### src/rtl/xor_stream_descrambler_pkg.sv
// Shared constants and state encoding for the XOR keystream scrambler/descrambler pair.
// Both ends of the link import this package so that their keystreams match.
package xor_stream_descrambler_pkg;

    localparam logic [31:0] POLY_CRC32   = 32'h04C1_1DB7;
    localparam logic [31:0] DEFAULT_SEED = 32'hFFFF_FFFF;

    typedef enum logic {
        ST_IDLE = 1'b0,
        ST_RUN  = 1'b1
    } state_t;

    // An all-zero LFSR would lock up, so a zero seed is replaced by the default seed.
    function automatic logic [31:0] seed_fix(input logic [31:0] seed,
                                             input logic [31:0] dflt);
        return (seed == '0) ? dflt : seed;
    endfunction

endpackage

### src/rtl/xor_stream_descrambler_lfsr32_step.sv
// One Galois LFSR step: shift left, then XOR in POLY if the bit shifted out was 1.
// Purely combinational; the transmit-side scrambler uses the same block.
module lfsr32_step #(
    parameter logic [31:0] POLY = 32'h04C1_1DB7
) (
    input  logic [31:0] cur,
    output logic [31:0] nxt
);

    always_comb begin
        nxt = {cur[30:0], 1'b0} ^ (cur[31] ? POLY : '0);
    end

endmodule

### src/rtl/xor_stream_descrambler.sv
// Receive-side XOR keystream descrambler: valid/ready input, one registered output
// stage with full-throughput backpressure, keystream advanced once per accepted word.
module xor_stream_descrambler
    import xor_stream_descrambler_pkg::*;
#(
    parameter logic [31:0] POLY         = POLY_CRC32,
    parameter logic [31:0] DEFAULT_SEED = 32'hFFFF_FFFF,
    parameter int unsigned CNT_W        = 16
) (
    input  logic             clk,
    input  logic             rst_n,
    input  logic             seed_load,
    input  logic [31:0]      seed_in,
    input  logic             in_valid,
    output logic             in_ready,
    input  logic [31:0]      in_data,
    output logic             out_valid,
    input  logic             out_ready,
    output logic [31:0]      out_data,
    output logic [CNT_W-1:0] word_count,
    output logic             busy
);

    state_t      state;
    state_t      state_nx;
    logic [31:0] lfsr;
    logic [31:0] lfsr_nx;
    logic        accept;

    lfsr32_step #(.POLY(POLY)) u_step (
        .cur (lfsr),
        .nxt (lfsr_nx)
    );

    always_comb begin
        state_nx = state;
        if (seed_load) begin
            state_nx = ST_RUN;
        end
    end

    // Accepts are blocked during seed_load so no word is XORed with the outgoing key.
    always_comb begin
        in_ready = (state == ST_RUN) & ~seed_load & (~out_valid | out_ready);
        accept   = in_valid & in_ready;
        busy     = (state == ST_RUN) | out_valid;
    end

    always_ff @(posedge clk) begin
        if (!rst_n) begin
            state      <= ST_IDLE;
            lfsr       <= DEFAULT_SEED;
            out_valid  <= 1'b0;
            out_data   <= '0;
            word_count <= '0;
        end else begin
            state <= state_nx;

            if (seed_load) begin
                lfsr       <= seed_fix(seed_in, DEFAULT_SEED);
                word_count <= '0;
            end else if (accept) begin
                lfsr       <= lfsr_nx;
                word_count <= word_count + CNT_W'(1);
            end

            // A pending word survives seed_load and simply drains.
            if (accept) begin
                out_data  <= in_data ^ lfsr;
                out_valid <= 1'b1;
            end else if (out_ready) begin
                out_valid <= 1'b0;
            end
        end
    end

endmodule

### config.mk
export PLATFORM = sky130hd
export DESIGN_NAME = xor_stream_descrambler
export DESIGN_NICKNAME = d
export VERILOG_FILES = /design/src/rtl/xor_stream_descrambler_pkg.sv /design/src/rtl/xor_stream_descrambler_lfsr32_step.sv /design/src/rtl/xor_stream_descrambler.sv
export SDC_FILE = /design/constraint.sdc
export NUM_CORES = 1
export LEC_CHECK = 0
export CAP_MARGIN = 30
export CORE_MARGIN = 1.5
export CORE_UTILIZATION = 27
export DETAILED_ROUTE_END_ITERATION = 7
export DONT_BUFFER_PORTS = 1
export HOLD_SLACK_MARGIN = 0.08
export PLACE_DENSITY = 0.37
export SETUP_SLACK_MARGIN = 0.05
export SLEW_MARGIN = 25
export SYNTH_ARGS = -nofsm -noshare
export SYNTH_HDL_FRONTEND = slang
export SYNTH_SLANG_ARGS = --single-unit
### constraint.sdc
create_clock -name clk -period 3.8 [get_ports clk]
set_clock_uncertainty 0.05 [all_clocks]
set_input_delay 0.57 -clock clk [delete_from_list [all_inputs] [get_ports clk]]
set_output_delay 0.57 -clock clk [all_outputs]
set_load 0.005 [all_outputs]
### Yosys cells after proc, flatten, opt, wreduce, memory -nomap -nowiden

Index checks and enable logic that the tools add are counted.
Widths: inputs -> output; s select.

* logic and storage cells: 26
* output and inout bits: 51
* bits in registers: 82
* input bits: 69

* reduce and logical (&&, ||, !) cells: 4
* mux-type cells: 6
* bitwise operators: 10
* add/sub/neg operators: 1

Operators with widths (number)
* $mux 32: 3
* $xor 32x32->32: 2
* $logic_not 32->1: 1
* $mux 27: 1
* $add 16x1->16 const B: 1
* $reduce_bool 2->1: 2
* $and 1x1->1: 3
* $not 1->1: 3
* $mux 1: 2
* $or 1x1->1: 2
* $reduce_or 2->1: 1

### Logic depth before layout (Yosys ltp)

Gate-level depths: netlist of run 1.

* word-level depth: 6
* depth in mapped cells: 8
* depth with buffers taken out: 5

### Cells and area by module

From an unflattened synthesis of run 1, not the netlist that was laid out.

* cells, all modules: 466
* area total of the unflattened synthesis: 4167.7 µm²

Modules (own cells, without submodules)
* xor_stream_descrambler: area each 3880.0 µm², cells each 432, seq. area each 1641.6 µm², times used 1
* lfsr32_step: area each 287.8 µm², cells each 34, seq. area each 0.0 µm², times used 1

### Worst setup path after synthesis of run 1

No wires, ideal clock.

* kind: in2reg
* start point: input port seed_load
* end point: register word_count[12]
* data arrival time: 1.910 ns
* required time: 3.680 ns
* buffers on the path: 2
* library setup time: 0.070 ns
* stages on the path: 6
* slack: 1.770 ns
* cell sequence: buf_6 > nand2b_4 > or3_1 > buf_2 > or4_1 > a21oi_1

* cells in the longest elaborated chain, start to end: 4
* elaborated cells on any way between the ends: 5
* classes of those cells: bitwise (4); reduce/logical (1)

Ends and longest elaborated chain
* from (decl): RTL line xor_stream_descrambler.sv:12 `input logic seed_load,`
* $not 1->1: RTL line xor_stream_descrambler.sv:44 `in_ready = (state == ST_RUN) & ~seed_load & (~out_valid | out_ready);`
* $and 1x1->1 (2 in series): RTL line xor_stream_descrambler.sv:44
* $and 1x1->1: RTL line xor_stream_descrambler.sv:45 `accept = in_valid & in_ready;`
* to (signal assigned): RTL line xor_stream_descrambler.sv:64 `word_count <= word_count + CNT_W'(1);`
* to (decl): RTL line xor_stream_descrambler.sv:20 `output logic [CNT_W-1:0] word_count,`

Parallel ways exist; a longest one is shown, timed or not.
A chain may end at the register's enable or synchronous reset.

### Worst setup path in the final report of run 1

* start point: register word_count[0]
* end point: register word_count[14]

* cells in the longest elaborated chain, start to end: 1

Ends and longest elaborated chain (RTL line)
* $add 16x1->16: xor_stream_descrambler.sv:64

Every way passes these cells.

==> impl_metrics.tcl, run 1 <==
set metrics [dict create \
    slew_violations 0 \
    post_cts_resize_count 0 \
    holdWs_ns 0.293 \
    grt_pass1_vias 3073 \
    diodes 0 \
    insertion_delay_ns 0.35 \
    slew-limit-headroom_pct 54.6 \
    clockBufferDepth 2 \
    place_ws_ns 1.41 \
    cts-root-buf "clkbuf_16" \
    ys_seq_elements 82 \
    maxCapViolations 0 \
    dr.pass1.iters 4 \
    routed_via_density 5.16 \
    setup_ws_ns 1.69 \
    ys_types 30 \
    drt_iter0_drc 103 \
    drc 0 \
    arrival_ns 2.32 \
    critPathKind "reg -> reg" \
    die_width_um 124 \
    ys_warn_count 0 \
    cp-start-kind "flip-flop" \
    antenna_found_initial 0 \
    grt_max_degree 69 \
    grt_usage_pct 14.4 \
    status "complete, no violations" \
    cp-end-kind "flip-flop" \
    drive_gt1_share_pct 5.15 \
    power.leakage_uw 0.00201 \
    cp_num_buf_inv 0 \
    fin_setup_tns_ns 0 \
    p_clk_share_pct 46.4 \
    rsz0062_at_grt "no" \
    antenna_left 0 \
    fin_crit_ns 2.11 \
    hold_viol_final 0 \
    synthesis.nets 516 \
    final_common_cell "nand2_1" \
    clkSinkCount 82 \
    cts_tree "built" \
    irDropWorstVdd_mv 0.198 \
    hold_buffers 0 \
    nets 492 \
    hp-class "in -> reg" \
    critical_path_required_ns 4.01 \
    worstMarginPinSlew_ns 0.681 \
    max_freq_ghz 0.474 \
    clk_pin_slew_worst_paths_ns 0.06 \
    cts_inserted_buffers 9 \
    swShare_pct 22.6 \
    seq_power_share_pct 46.2 \
    final_cell_mix "nand2_1 (101), dfxtp_1 (82), xnor2_1 (35)" \
    setup_viol 0 \
    core-area_um2 14500 \
    dieArea_um2 15500 \
    core.rowCount 44 \
    power_density_nw_per_um2 462 \
    die_h_um 124 \
    crit_chain "ha_1 -> nand4_1 -> or3_1 -> or4_1 -> a21oi_1" \
    cp_slowest_cell "or4_1" \
    routedWlPerCell_um 18.0 \
    p_int_uw 1580 \
    area_delta_synth_final_pct 11.0 \
    gp_congestion 0.720 \
    routed_wl_um 11000 \
    syn_area_um2 3980 \
    htree_levels 3 \
    combPwrFrac_pct 7.4 \
    avgSynthCellArea_um2 8.92 \
    cpPeakStageDelay_ns 0.55 \
    ys_seq_area_share_pct 41.3 \
    p_switching_uw 461 \
    start_util_pct 27.5 \
    path_max_fanout 9 \
    grt_pass1_wl_um 17300 \
    synthCells 446 \
    io_buffers 0 \
    vias 3151 \
    path_delay_family "simple AND/OR/NAND/NOR gates" \
    grt_remaining_overflow 0 \
    period_share_pct 55.6 \
    post_cts_buffers 0 \
    ioPinCount 120 \
    hpwl_um 7270 \
]
[state kept, by name, indices dropped and copies added (netlist names)]
signal / count
out_valid: 1
state: 1
lfsr: 32
out_data: 32
word_count: 16
[power by group through the flow]
stage	clock network [uW]	logic, uW	registers [uW]
after floorplan	0	144	948
after global placement	0	143	966
after detailed placement	0	152	964
after CTS	986	153	944
after global routing	1020	170	949
final	947	150	943
[stage by stage]
step / utilization, % / cell area, um2 / cells / power (uW)
6_report: 30.5 / 4420 / 611 / 2040
5_1_grt: 30.5 / 4420 / 611 / 2140
4_1_cts: 30.5 / 4420 / 611 / 2080
3_5_place_dp: 28.3 / 4100 / 595 / 1120
3_3_place_gp: 28.1 / 4070 / 593 / 1110
2_1_floorplan: - / 3980 / 446 / 1090
[metal layers]
layer / global-route usage (%) / wire [um] / vias to the layer above
li1: - / - / 1549
met1: 16.7 / 4740 / 1504
met2: 23.7 / 5310 / 82
met3: 5.28 / 748 / 16
met4: 6.42 / 216 / 0
met5: 0 / 0 / -
[logic make-up after synthesis]
group                    synth area share [%]
adder cells (fa/ha/maj)                 0.315
buffers and inverters                    4.37
XOR/XNOR                                 11.0
AND/OR/NAND/NOR                          24.6
flip-flops                               41.3
AO/OA/AOI/OAI                            18.4
[cells in the mapped netlist]
cell type  count  area (um2)
nand2_1      101         379
nand4_1        8        50.1
ha_1           1        12.5
clkbuf_1      30         113
a21oi_1       11        55.1
nor2_1         6        22.5
xnor2_1       35         307
nand3_1        4        20.0
nand2b_4       1        13.8
nand2b_1       2        12.5
buf_6          1        11.3
buf_2          7        35.0
and4_1         2        17.5
a32oi_1       32         280
or3_1          6        37.5
o21ai_0        5        25.0
and3_1         2        12.5
or4_1          5        37.5
o31ai_1        5        37.5
and3b_1       32         280
xor2_1        15         131
nor4_1         9        56.3
o21a_1         1        7.51
or2_2          3        18.8
nor2b_1        3        18.8
a21boi_0       1        7.51
buf_1          1        3.75
o211a_1       32         320
dfxtp_1       82        1640
inv_1          3        11.3
[area by class of cell]
type                       count  area, um2
multi-input combinational    322       2170
fill                        1552      10100
clock inverter                 2       60.1
timing repair buffer           4       50.0
inverter                       3       11.3
tap                          184        230
sequential                    82       1640
clock buffer                  14        254
[worst paths after layout]
path | end | slack, ns | start | depth (start not counted)
worst max-delay path | word_count[14] | 1.69 | word_count[0] | 5
worst min-delay path | state | 0.29 | seed_load | 1
worst max register to register | word_count[14] | 1.69 | word_count[0] | 5
worst min register to register | word_count[15] | 0.45 | word_count[15] | 2
Note: power is estimated with default switching activity, not from simulation.
==> inputs of run 2 (changes only) <==
- ABC_AREA: default -> 1
- clock period: 3.8 -> 2.1 ns (I/O delays scaled with it)
==> run 2 against run 1 <==
  * Count of clock-buffer cells in the layout down 4
  * Hold slack worse by 0.19 ns
  * First-iteration DRC count up 75%
  * Largest power group unchanged
  * Critical endpoint is now lfsr[4]
  * Critical path type unchanged
==> impl_metrics.tcl, run 2 <==
set metrics [dict create \
    status "complete, no violations" \
    clkSinkCount 82 \
    ys_warn_count 0 \
    slew-limit-headroom_pct 59.7 \
    fill_cells 1673 \
    arrival_ns 1.86 \
    r2r_end "lfsr[4]" \
    slew_violations 0 \
    yosys-top-cells-count "nand2_1 (128), o21ai_0 (108), a21oi_1 (89)" \
    critPathKind "reg -> reg" \
    ys_types 24 \
    cp-end-kind "flip-flop" \
    grt_remaining_overflow 0 \
    hold_viol_final 0 \
    grt_pass1_wl_um 19500 \
    final_core_util_pct 30.8 \
    start_util_pct 27.5 \
    ioPinCount 120 \
    dp_cells 755 \
    grt_max_degree 41 \
    routed_wl_um 12200 \
    die_h_um 127 \
    synth_edf_count 0 \
    cts-root-buf "clkbuf_16" \
    min_from "rst_n" \
    maxCapViolations 0 \
    diodes 0 \
    drive_gt1_share_pct 6.48 \
    crit_chain "nand2_1 -> nand3_4 -> nand2_1 -> inv_2 -> a21oi_1 -> nand2_1" \
    cts_inserted_buffers 9 \
    worstMarginPinSlew_ns 0.605 \
    vias 3763 \
    cp_num_buf_inv 1 \
    area_delta_synth_final_pct 12.0 \
    crit_path_start "out_valid" \
    gp_congestion 0.797 \
    combPwrFrac_pct 9.2 \
    synth_top_area_share_pct 39.4 \
    antenna_left 0 \
    avgSynthCellArea_um2 7.01 \
    cp_common_cell "nand2_1" \
    whs_path_depth 3 \
    p_int_uw 2860 \
    die_width_um 127 \
    critical_path_required_ns 2.34 \
    clk_pin_slew_worst_paths_ns 0.07 \
    synth_top_area_cell "dfxtp_1" \
    core.rowCount 45 \
    drc 0 \
    core-area_um2 15100 \
    hp-class "in -> reg" \
    io_buffers 0 \
    path_max_fanout 32 \
    period_share_pct 77.2 \
    hpwl_um 8010 \
    p_clk_share_pct 45.8 \
    synth_area_leaders "dfxtp_1 (39%), o21ai_0 (13%), nand2_1 (12%)" \
    final_cell_mix "nand2_1 (128), o21ai_0 (108), a21oi_1 (89)" \
    setup_viol 0 \
    rsz0062_at_grt "no" \
    hold_buffers 3 \
    grt_usage_pct 15.6 \
    path_delay_family "simple AND/OR/NAND/NOR gates" \
    irDropWorstVdd_mv 0.401 \
    max_freq_ghz 0.617 \
    clockBufferDepth 2 \
    nets 651 \
    syn_area_um2 4170 \
    synthCells 594 \
    hold_end "lfsr[1]" \
    drt_iter0_drc 180 \
    antenna_found_initial 0 \
    r2r_start "out_valid" \
    seq_power_share_pct 45.0 \
    fin_setup_tns_ns 0 \
    cp_slowest_cell "inv_2" \
    htree_levels 3 \
    routed_via_density 4.86 \
    routedWlPerCell_um 15.8 \
    rrSetupSlack_ns 0.48 \
    power_density_nw_per_um2 816 \
    synth_most_common_cell "nand2_1" \
    ys_seq_elements 82 \
    rr_worst_depth 6 \
    ys_seq_area_share_pct 39.4 \
    reg.largest.list "lfsr (32), out_data (32), word_count (16)" \
    cts_tree "built" \
    fin_cells 774 \
    synthesis.nets 664 \
    cp-start-kind "flip-flop" \
    p_switching_uw 952 \
    final_common_cell "nand2_1" \
    dr.pass1.iters 4 \
    grt_pass1_vias 3610 \
    insertion_delay_ns 0.34 \
    power.leakage_uw 0.00181 \
    ys_async_sr_fraction_pct 0 \
    cpPeakStageDelay_ns 0.44 \
    swShare_pct 25.0 \
    dieArea_um2 16200 \
    fin_crit_ns 1.62 \
    post_cts_resize_count 0 \
    synth-main-ff-cell "dfxtp_1" \
    post_cts_buffers 0 \
]
-- run 2: changes by cell type after synthesis, sizes merged, moves of 23 or more --
| cell | before | now |
|---|---|---|
| and3b | 32 | 0 |
| a21oi | 11 | 89 |
| nor2 | 6 | 29 |
| nand2 | 101 | 128 |
| o211a | 32 | 0 |
| o21ai | 5 | 109 |
| inv | 3 | 54 |
| a32oi | 32 | 0 |
-- run 2: final cells by class --
class	instances	area (um2)	area share, %
Multi-Input combinational cell	421	2140	45.9
Clock inverter	6	80.1	1.72
Tap cell	188	235	5.04
Sequential cell	82	1640	35.2
Timing Repair Buffer	13	125	2.68
Inverter	54	203	4.34
Clock buffer	10	239	5.12
-- run 2: worst register-to-register path: stages, from the launching register on --
cell and delay [ns]:
dfxtp_1 0.37, nand2_1 0.13, nand3_4 0.21, nand2_1 0.10, inv_2 0.44, a21oi_1 0.17
nand2_1 0.09
-- run 2: logic make-up after synthesis --
family          after synthesis  synth area share (%)
fa+ha+maj                     1                 0.300
flops                        82                  39.4
xor+xnor                     34                  7.15
compound gates              206                  25.2
buf+inv                      91                  9.16
simple gates                180                  18.7
-- run 2: worst max-delay path by stage --
stage / endpoint / depth (start not counted)
detailed placement: lfsr[20] / 6
global route: lfsr[15] / 6
floorplan: word_count[11] / 8
finish: lfsr[4] / 6
global placement: lfsr[9] / 6
CTS: lfsr[20] / 6
-- run 2: stage by stage --
stage	setup slack [ns]	hold slack, ns	area (um2)	total power [uW]
finish	0.478	0.0982	4670	3810
global route	0.279	0.0904	4670	4010
CTS	0.446	0.0808	4670	3880
detailed placement	0.471	0.387	4300	2070
global placement	0.486	0.386	4300	2070
floorplan	0.840	0.414	4170	2020
-- run 2: layer usage --
layer / global-route usage, % / up-vias / part of all wire, % / wire, um
met3: 4.19 / 12 / 5.0 / 616
met2: 23.9 / 92 / 45 / 5470
met4: 6.82 / 0 / 1.6 / 195
met1: 20.7 / 1730 / 49 / 5960
li1: - / 1929 / - / -
met5: 0 / - / 0 / 0
-- run 2: power by group through the flow --
stage,combinational [uW],clock (uW),sequential (uW)
after floorplan,297,0,1720
final,348,1740,1720
after global placement,315,0,1750
after detailed placement,320,0,1750
after global routing,407,1870,1730
after CTS,354,1810,1720
==> inputs of run 3 (changes only) <==
- clock period: 2.1 -> 1.5 ns (I/O delays scaled with it)
==> run 3 against run 2 <==
  * Die area did not move
  * Count of clock-buffer cells in the layout rose by 4
  * Non-clock buffer count rose by 63
  * Routed wire length rose by 9.6%
  * Core utilization rose by 5.2 points
  * First-iteration DRC count rose by 13%
==> impl_metrics.tcl, run 3 (synthesis gave the netlist of run 2 again) <==
set metrics [dict create \
    fin_cells 837 \
    cp_slowest_cell "dfxtp_2" \
    core-area_um2 15100 \
    maxCapViolations 0 \
    drive_gt1_share_pct 10.0 \
    core.rowCount 45 \
    power.leakage_uw 0.00214 \
    grt_pass1_vias 3631 \
    routed_wl_um 13400 \
    path_max_fanout 15 \
    cp_num_buf_inv 4 \
    rrSetupSlack_ns 0.04 \
    endpoint "out_data[21]" \
    io_buffers 0 \
    min_from "seed_in[12]" \
    crit_chain "inv_4 -> nor2_4 -> nand3_4 -> buf_12 -> inv_6 -> buf_12 -> o21ai_0 -> a21oi_1" \
    max_freq_ghz 0.687 \
    antenna_found_initial 0 \
    routedWlPerCell_um 16.0 \
    grt_usage_pct 15.6 \
    crit_path_start "state" \
    cpPeakStageDelay_ns 0.34 \
    fin_crit_ns 1.46 \
    gp_congestion 0.756 \
    setup_viol 0 \
    ioPinCount 120 \
    htree_levels 3 \
    power_density_nw_per_um2 984 \
    start_util_pct 27.5 \
    path_depth 8 \
    setup_ws_ns 0.0439 \
    die_h_um 127 \
    cp-end-kind "flip-flop" \
    clk_pin_slew_worst_paths_ns 0.06 \
    reg.largest.list "lfsr (32), out_data (32), word_count (16)" \
    period_share_pct 97.1 \
    dr.pass1.iters 4 \
    r2r_start "state" \
    cp-start-kind "flip-flop" \
    drt_iter0_drc 203 \
    dp_cells 762 \
    slew-limit-headroom_pct 75.6 \
    clkSinkCount 82 \
    cts_inserted_buffers 9 \
    vias 4038 \
    hpwl_um 8010 \
    dieArea_um2 16200 \
    hold_viol_final 0 \
    critical_path_required_ns 1.71 \
    status "complete, no violations" \
    insertion_delay_ns 0.34 \
    rsz0062_at_grt "yes" \
    critPathKind "reg -> reg" \
    final_common_cell "nand2_1" \
    grt_max_degree 66 \
    final_cell_mix "nand2_1 (126), o21ai_0 (106), a21oi_1 (89)" \
    cp_common_cell "buf_12" \
    antenna_left 0 \
    path_delay_family "buffers and inverters" \
    cts-root-buf "clkbuf_16" \
    diodes 0 \
    nets 714 \
    area_delta_synth_final_pct 30.8 \
    routed_via_density 4.82 \
    arrival_ns 1.67 \
    rr_worst_depth 8 \
    slew_violations 0 \
    cts_tree "built" \
    die_width_um 127 \
    irDropWorstVdd_mv 0.507 \
    r2r_end "out_data[21]" \
    finalPower_uw 5360 \
    place_ws_ns -0.000104 \
    grt_remaining_overflow 0 \
    hp-class "in -> reg" \
    worstMarginPinSlew_ns 0.366 \
    drc 0 \
    clockBufferDepth 2 \
    grt_pass1_wl_um 19500 \
]
-- run 3: cell count changes in the layout (fill, tap and decap cells not counted), moves of 3 or more --
cell           delta
dfxtp_2           +3
dfxtp_1           -3
clkinv_2          -3
clkbuf_1          +3
dlygate4sd3_1    +45
buf_12            +4
nor2_1            -3
buf_4             +7
clkbuf_16         +4
-- run 3: area by class of cell --
cell class                 instances  area [um2]
clock inverter                     2        35.0
inverter                          54         213
fill                            1616        9700
multi-input combinational        421        2180
tap                              188         235
sequential                        82        1650
timing repair buffer              76         875
clock buffer                      14         264
-- run 3: where the power goes --
part | internal, uW | switching, uW | leakage, uW
combinational | 337 | 335 | 0.00132
sequential | 2290 | 110 | 0.000675
clock | 1380 | 902 | 0.000147
total | 4010 | 1350 | 0.00214
-- run 3: worst min path at each step --
stage	to	depth (start not counted)
after global placement	lfsr[31]	2
after CTS	lfsr[11]	2
after floorplan	out_data[0]	2
after detailed placement	lfsr[25]	2
final	lfsr[12]	4
after global routing	lfsr[17]	3
-- run 3: worst register-to-register path: cells and delay by family, from the launching register on --
family                 cells  cell delay, ns
AOI/OAI and AO/OA          2            0.24
buffers and inverters      4            0.49
DFF                        1            0.34
and+or+nand+nor            2            0.26
-- run 3: what timing repair did --
item | in CTS | in global routing
gates cloned | 1 | 4
buffers inserted | 0 | 7
endpoints found under the setup margin | 30 | 49
resized for setup | 5 | 19
hold buffers | 2 | 46
pin swaps | 0 | 12
hold endpoints to repair | 74 | 70
-- run 3: metal layers --
layer	track usage [%]	up-vias	share of wire (%)
li1	-	2068	-
met1	21.0	1848	49
met2	24.0	111	44
met3	3.69	11	5.0
met4	6.22	0	1.4
met5	0	-	0
-- run 3: through the flow --
step | utilization [%] | setup TNS (ns) | hold WS (ns) | cell area, um2
final | 36.0 | 0 | 0.0406 | 5450
after global routing | 36.0 | -0.405 | 0.0803 | 5450
after CTS | 31.4 | 0 | -0.0672 | 4760
after detailed placement | 29.0 | -0.000104 | 0.295 | 4400
after global placement | 29.0 | -0.0206 | 0.292 | 4400
after floorplan | - | 0 | 0.364 | 4170
